--- src/rtl/booking_request_arbiter.sv ---
// -----------------------------------------------------------------------------
// booking_request_arbiter
//
// Shares one booking core between N_REQ ticket kiosks. Requests are picked
// round-robin. A request with invalid fields (zero tickets, or source not
// below destination) is answered locally with an all-zero result and never
// reaches the core. No new grant is made while heal_trigger is high, but a
// transaction already under way always runs to completion.
//
// Ports
//   clk, rst_n          clock (rising edge), asynchronous active-low reset
//   kiosk_req           per-kiosk request level
//   kiosk_train_id/src/dest/num   per-kiosk packed payload (kiosk i in slice i)
//   heal_trigger        high: hold off new grants
//   core_success/booked_count/fare   core result, valid CORE_LAT cycles after strobe
//   core_book_req       one-cycle strobe to the core
//   core_train_id/src/dest/num_tickets   registered payload to the core
//   kiosk_grant         one-hot pulse: winner's payload has been taken
//   kiosk_done          one-hot pulse: resp_* valid for that kiosk
//   resp_success/booked_count/fare   result returned to the kiosk
//   busy                high whenever a transaction is in progress
//   rej_count           saturating count of locally rejected requests
// -----------------------------------------------------------------------------
module booking_request_arbiter #(
    parameter int N_REQ    = 4,
    parameter int CORE_LAT = 2
) (
    input  logic               clk,
    input  logic               rst_n,
    input  logic [N_REQ-1:0]   kiosk_req,
    input  logic [N_REQ-1:0]   kiosk_train_id,
    input  logic [N_REQ*3-1:0] kiosk_src,
    input  logic [N_REQ*3-1:0] kiosk_dest,
    input  logic [N_REQ*4-1:0] kiosk_num,
    input  logic               heal_trigger,
    input  logic               core_success,
    input  logic [3:0]         core_booked_count,
    input  logic [9:0]         core_fare,
    output logic               core_book_req,
    output logic               core_train_id,
    output logic [2:0]         core_src,
    output logic [2:0]         core_dest,
    output logic [3:0]         core_num_tickets,
    output logic [N_REQ-1:0]   kiosk_grant,
    output logic [N_REQ-1:0]   kiosk_done,
    output logic               resp_success,
    output logic [3:0]         resp_booked_count,
    output logic [9:0]         resp_fare,
    output logic               busy,
    output logic [7:0]         rej_count
);

    localparam int PW = $clog2(N_REQ);
    localparam int CW = (CORE_LAT > 1) ? $clog2(CORE_LAT) : 1;

    typedef enum logic [1:0] {IDLE, ISSUE, WAIT, RESP} state_t;

    // Per-kiosk payload fields unpacked from the flat buses
    logic [2:0]       src_arr  [N_REQ];
    logic [2:0]       dest_arr [N_REQ];
    logic [3:0]       num_arr  [N_REQ];
    logic [N_REQ-1:0] req_ok;

    for (genvar gi = 0; gi < N_REQ; gi++) begin : g_fields
        assign src_arr[gi]  = kiosk_src[3*gi +: 3];
        assign dest_arr[gi] = kiosk_dest[3*gi +: 3];
        assign num_arr[gi]  = kiosk_num[4*gi +: 4];
        assign req_ok[gi]   = (num_arr[gi] != 4'd0) && (src_arr[gi] < dest_arr[gi]);
    end

    state_t           state_reg;
    logic [PW-1:0]    rr_ptr_reg;
    logic [N_REQ-1:0] winner_reg;
    logic [CW-1:0]    wait_cnt_reg;

    // Round-robin search: first asserted request at rr_ptr, rr_ptr+1, ...
    logic             win_found;
    logic [PW-1:0]    win_idx;
    logic [PW-1:0]    cand;
    logic [PW-1:0]    win_next_ptr;
    logic [N_REQ-1:0] win_onehot;

    always_comb begin
        win_found = 1'b0;
        win_idx   = '0;
        cand      = '0;
        for (int o = 0; o < N_REQ; o++) begin
            cand = PW'((int'(rr_ptr_reg) + o) % N_REQ);
            if (!win_found && kiosk_req[cand]) begin
                win_found = 1'b1;
                win_idx   = cand;
            end
        end
    end

    assign win_next_ptr = (win_idx == PW'(N_REQ - 1)) ? '0 : win_idx + 1'b1;
    assign win_onehot   = {{(N_REQ-1){1'b0}}, 1'b1} << win_idx;

    always_ff @(posedge clk or negedge rst_n) begin
        if (!rst_n) begin
            state_reg         <= IDLE;
            rr_ptr_reg        <= '0;
            winner_reg        <= '0;
            wait_cnt_reg      <= '0;
            core_book_req     <= 1'b0;
            core_train_id     <= 1'b0;
            core_src          <= '0;
            core_dest         <= '0;
            core_num_tickets  <= '0;
            kiosk_grant       <= '0;
            kiosk_done        <= '0;
            resp_success      <= 1'b0;
            resp_booked_count <= '0;
            resp_fare         <= '0;
            busy              <= 1'b0;
            rej_count         <= '0;
        end else begin
            // Strobes are single-cycle unless re-asserted below
            core_book_req <= 1'b0;
            kiosk_grant   <= '0;
            kiosk_done    <= '0;
            case (state_reg)
                IDLE: begin
                    if (!heal_trigger && win_found) begin
                        winner_reg  <= win_onehot;
                        rr_ptr_reg  <= win_next_ptr;
                        kiosk_grant <= win_onehot;
                        busy        <= 1'b1;
                        if (req_ok[win_idx]) begin
                            core_book_req    <= 1'b1;
                            core_train_id    <= kiosk_train_id[win_idx];
                            core_src         <= src_arr[win_idx];
                            core_dest        <= dest_arr[win_idx];
                            core_num_tickets <= num_arr[win_idx];
                            state_reg        <= ISSUE;
                        end else begin
                            // Local reject: grant and done land in the same cycle
                            kiosk_done        <= win_onehot;
                            resp_success      <= 1'b0;
                            resp_booked_count <= '0;
                            resp_fare         <= '0;
                            if (rej_count != 8'hFF) begin
                                rej_count <= rej_count + 8'd1;
                            end
                            state_reg <= RESP;
                        end
                    end
                end
                ISSUE: begin
                    wait_cnt_reg <= CW'(CORE_LAT - 1);
                    state_reg    <= WAIT;
                end
                WAIT: begin
                    // Counter reaches 0 in the cycle CORE_LAT after the strobe
                    if (wait_cnt_reg == '0) begin
                        resp_success      <= core_success;
                        resp_booked_count <= core_booked_count;
                        resp_fare         <= core_fare;
                        kiosk_done        <= winner_reg;
                        state_reg         <= RESP;
                    end else begin
                        wait_cnt_reg <= wait_cnt_reg - 1'b1;
                    end
                end
                RESP: begin
                    busy      <= 1'b0;
                    state_reg <= IDLE;
                end
                default: begin
                    busy      <= 1'b0;
                    state_reg <= IDLE;
                end
            endcase
        end
    end

endmodule

--- config.mk ---
export PLATFORM = sky130hd
export DESIGN_NAME = booking_request_arbiter
export DESIGN_NICKNAME = d
export VERILOG_FILES = /design/src/rtl/booking_request_arbiter.sv
export SDC_FILE = /design/constraint.sdc
export NUM_CORES = 1
export LEC_CHECK = 0
export BUFFER_PORTS_ARGS = -buffer_cell sky130_fd_sc_hd__clkbuf_2
export CAP_MARGIN = 5
export CELL_PAD_IN_SITES_DETAIL_PLACEMENT = 1
export CELL_PAD_IN_SITES_GLOBAL_PLACEMENT = 2
export CORE_UTILIZATION = 27
export CTS_CLUSTER_DIAMETER = 50
export DETAILED_ROUTE_END_ITERATION = 8
export GPL_TIMING_DRIVEN = 1
export PLACE_DENSITY_LB_ADDON = 0.1
export SETUP_SLACK_MARGIN = 0.15
export SLEW_MARGIN = 40
export SYNTH_ARGS = -nofsm -noshare
export SYNTH_HDL_FRONTEND = slang
export SYNTH_SLANG_ARGS = --single-unit
export TNS_END_PERCENT = 5
--- constraint.sdc ---
create_clock -name clk -period 2.2 [get_ports clk]
set_input_delay 0.44 -clock clk [delete_from_list [all_inputs] [get_ports clk]]
set_output_delay 0.44 -clock clk [all_outputs]
set_load 0.02 [all_outputs]
==> flow_summary.toml <==
[global_route]
initial_antenna_violation_count = 0
gr-usage-all-layers = 0.1570
grt_overflow_total = 0
first_global_vias = 2871
global_route_wire_length_before_repair_mm = 14.31
grt_max_degree = 21

[synthesis]
synthMostInstantiatedCell = "sky130_fd_sc_hd__dfrtp_1"
synthArstFlopShare = 1.000
post_synth_main_area_contributors = "sky130_fd_sc_hd__dfrtp_1 (43%), sky130_fd_sc_hd__mux2i_1 (14%), sky130_fd_sc_hd__ha_1 (6.5%), sky130_fd_sc_hd__mux2_2 (4.0%), sky130_fd_sc_hd__inv_1 (3.5%)"
synth.cell_area_mm2 = 0.003067
syn_area_per_cell_um2 = 10.50
mappedNetlistNets = 374
netlist.top_cell.by_area = "sky130_fd_sc_hd__dfrtp_1"
post_synth_inst_count = 292
synth.top_cells.by_count = "sky130_fd_sc_hd__dfrtp_1 (53), sky130_fd_sc_hd__mux2i_1 (44), sky130_fd_sc_hd__inv_1 (29)"
post-synth-top-area-fraction = 0.4325
synth-seq-cells = 53
dominant_synthesized_flop_cell = "sky130_fd_sc_hd__dfrtp_1"
synth-seq-area-share = 0.4325
synth.distinct_cells = 50
ys_warn_count = 0
synth-edff-count = 0

[worst_setup_path]
critical_path_arrival_ns = 2.46
critPathRequiredTime_ns = 2.43
worstReg2RegStart = "rr_ptr_reg[0]"
reg2reg_to = "rej_count[7]"
worstSetupStartpointType = "flop"
timing.critical_path.fanout_max = 6
worst-r2r-cell-count = 7
worstSetupStartpoint = "rr_ptr_reg[0]"
setup.reg_to_reg.worst_slack_ns = -0.03
critical_path.endpoint = "rej_count[7]"
endpoint_kind = "flop"
worst-setup-path-type = "flop to flop"

[timing]
fin_ws_ns = -0.03438
setup_viol = 1
setup_repair_after_global_routing_missed_its_margin = "true"
period_needed_ns = 2.234
finalClockSkew_ns = 0.01205
max_slew.worst_pin.slew_ns = 0.4770
timing.final.hold_violations = 0
fmax_mhz = 447.6
finalMaxSlewViolations = 0
period_utilisation_layout = 1.016
worst_slew_margin_rel = 0.6820

[floorplanning]
design.core.area_mm2 = 0.01094
ioPinCount = 110
initial_core_util = 0.2804
rows = 38
fp.dieH_um = 108.6
chipWidth_um = 108.6
design.die.area_mm2 = 0.01179

[final_layout]
area.growth.synth_to_final_pct = 50.59
area_occupied_by_multi_input_gates_mm2 = 0.001769
fill_cells = 1297
area.sequential_mm2 = 0.001329
post_route_cells_drive_above_1_share = 0.5142
antennaDiodeCount = 0
post_route_core_utilization = 0.4223
largest_register = "resp_fare"
largest_regs = "resp_fare x10, rej_count x8"
design.final.nets = 541
largest_register_ff_count = 10

[pwr]
vdd_ir_drop_max_mv = 0.4495
power_density_mw_per_mm2 = 1161
totalPowerFinal_uw = 5364
total_leakage_power_uw = 0.002423

[routing]
vias = 2759
first_pass_iters = 2
remaining_drc_errors = 0
drt-initial-drc-count = 66
vias_per_cell = 4.606
final_antenna_net_count = 0
detail_route.wirelength_mm = 8.941
routedWlPerCell_um = 14.93

[min_path]
min_delay_path_class = "primary input to async pin"

[clock_network]
ctsHoldBuffers = 0
clock_tree_from_tritoncts = "done"
clkTransAtPathRegs_ns = 0.08
h-tree-depth = 2
cts_buffers = 5
clock-sinks = 53
clock_tree.root_cell = "sky130_fd_sc_hd__clkbuf_16"
clock_path_buffers = 2
clock_insertion_delay_worst_skew_ns = 0.30

[place]
detail_placement_hpwl_mm = 6.833
port_buffers = 109
routabilityCongestion = 0.7449

[status]
violations_in_the_final_reports = "negative setup slack"
outcome = "finished with violations"

[flow_run]
max_cap_viol_count = 0
[metrics by stage]
step	TNS (ns)	setup WS (ns)	cell area, um2	instances	hold slack (ns)
2_1_floorplan	-2.218	-0.1591	3129	292	0.1444
4_1_cts	-0.4601	-0.08754	4503	598	0.09662
5_1_grt	-0.5811	-0.1275	4618	599	0.1091
3_5_place_dp	-11.92	-0.4450	4254	588	0.4184
3_3_place_gp	-11.41	-0.4300	4254	588	0.4132
6_report	-0.03438	-0.03438	4618	599	0.08148
[cell type report]
class                   instances  share of cell area
multi-input cells             196              0.3831
flip-flops and latches         53              0.2877
repair buffers                172              0.2295
well taps                     140             0.03793
clock buffers                   5             0.02709
inverters                      31             0.02628
clock inverters                 2            0.008399
[routing by layer]
layer / part of all wire / GRT usage / vias up
li1: - / - / 1340
met1: 0.46 / 0.2052 / 1358
met2: 0.50 / 0.2681 / 55
met3: 0.036 / 0.02532 / 6
met4: 0.010 / 0.04054 / 0
met5: 0 / 0 / -
[cell families after synthesis]
kind of cell / count (synthesis) / share of synthesized area
compound gates: 45 / 0.1077
buf+inv: 44 / 0.05915
fa+ha+maj: 16 / 0.06528
xor+xnor: 7 / 0.01999
flops: 53 / 0.4325
simple gates: 71 / 0.1277
mux: 56 / 0.1877
[power by group]
group          total [uW]  leakage, uW  switching (uW)  internal, uW
Clock                 913    0.0000803             377           536
Combinational        2930      0.00166            1530          1400
Sequential           1520     0.000683             202          1320
Total                5360      0.00242            2110          3250
[layout by cell type (no fill, tap or decap), types with 2 or more instances in the layout]
| cell type | instances |
|---|---|
| sky130_fd_sc_hd__a21boi_0 | 2 |
| sky130_fd_sc_hd__a21o_1 | 4 |
| sky130_fd_sc_hd__a21oi_1 | 7 |
| sky130_fd_sc_hd__a21oi_2 | 2 |
| sky130_fd_sc_hd__a22o_1 | 4 |
| sky130_fd_sc_hd__and3_1 | 4 |
| sky130_fd_sc_hd__buf_12 | 2 |
| sky130_fd_sc_hd__buf_4 | 60 |
| sky130_fd_sc_hd__buf_6 | 3 |
| sky130_fd_sc_hd__clkbuf_16 | 5 |
| sky130_fd_sc_hd__clkbuf_2 | 107 |
| sky130_fd_sc_hd__dfrtp_1 | 51 |
| sky130_fd_sc_hd__dfrtp_2 | 2 |
| sky130_fd_sc_hd__ha_1 | 12 |
| sky130_fd_sc_hd__ha_2 | 2 |
| sky130_fd_sc_hd__ha_4 | 2 |
| sky130_fd_sc_hd__inv_1 | 26 |
| sky130_fd_sc_hd__inv_2 | 4 |
| sky130_fd_sc_hd__inv_6 | 2 |
| sky130_fd_sc_hd__mux2_2 | 11 |
| sky130_fd_sc_hd__mux2i_1 | 43 |
| sky130_fd_sc_hd__nand2_1 | 27 |
| sky130_fd_sc_hd__nand3_1 | 5 |
| sky130_fd_sc_hd__nor2_1 | 5 |
| sky130_fd_sc_hd__nor2b_4 | 2 |
| sky130_fd_sc_hd__nor3_2 | 3 |
| sky130_fd_sc_hd__nor4_1 | 2 |
| sky130_fd_sc_hd__o211ai_1 | 3 |
| sky130_fd_sc_hd__o21a_1 | 3 |
| sky130_fd_sc_hd__o21a_4 | 2 |
| sky130_fd_sc_hd__o21ai_0 | 6 |
| sky130_fd_sc_hd__or3_4 | 2 |
| sky130_fd_sc_hd__or3b_4 | 2 |
| sky130_fd_sc_hd__or4_4 | 3 |
| sky130_fd_sc_hd__or4b_4 | 2 |
| sky130_fd_sc_hd__xor2_1 | 7 |
[worst min-delay path by stage]
stage	startpoint	cells past startpoint	to
floorplan	rst_n	0	busy
global placement	rst_n	1	resp_fare[2]
detailed placement	rst_n	1	resp_success
CTS	rst_n	1	kiosk_done[0]
global route	rst_n	1	winner_reg[2]
finish	rst_n	1	winner_reg[2]
[timing repair]
action | 4_1_cts | 5_1_grt
pin swaps | 11 | 15
gates resized for setup | 14 | 29
endpoints found under the setup margin | 38 | 42
setup buffers | 2 | 1
gates cloned | 1 | 0
[critical path, stage by stage (launching register included)]
cell,delay [ns]
sky130_fd_sc_hd__dfrtp_2,0.46
sky130_fd_sc_hd__nor2b_4,0.16
sky130_fd_sc_hd__nor4_4,0.06
sky130_fd_sc_hd__buf_4,0.15
sky130_fd_sc_hd__o21a_4,0.23
sky130_fd_sc_hd__or4b_4,0.57
sky130_fd_sc_hd__a2111oi_4,0.37
sky130_fd_sc_hd__xor2_1,0.17
Power figures use the tool's default switching activity.
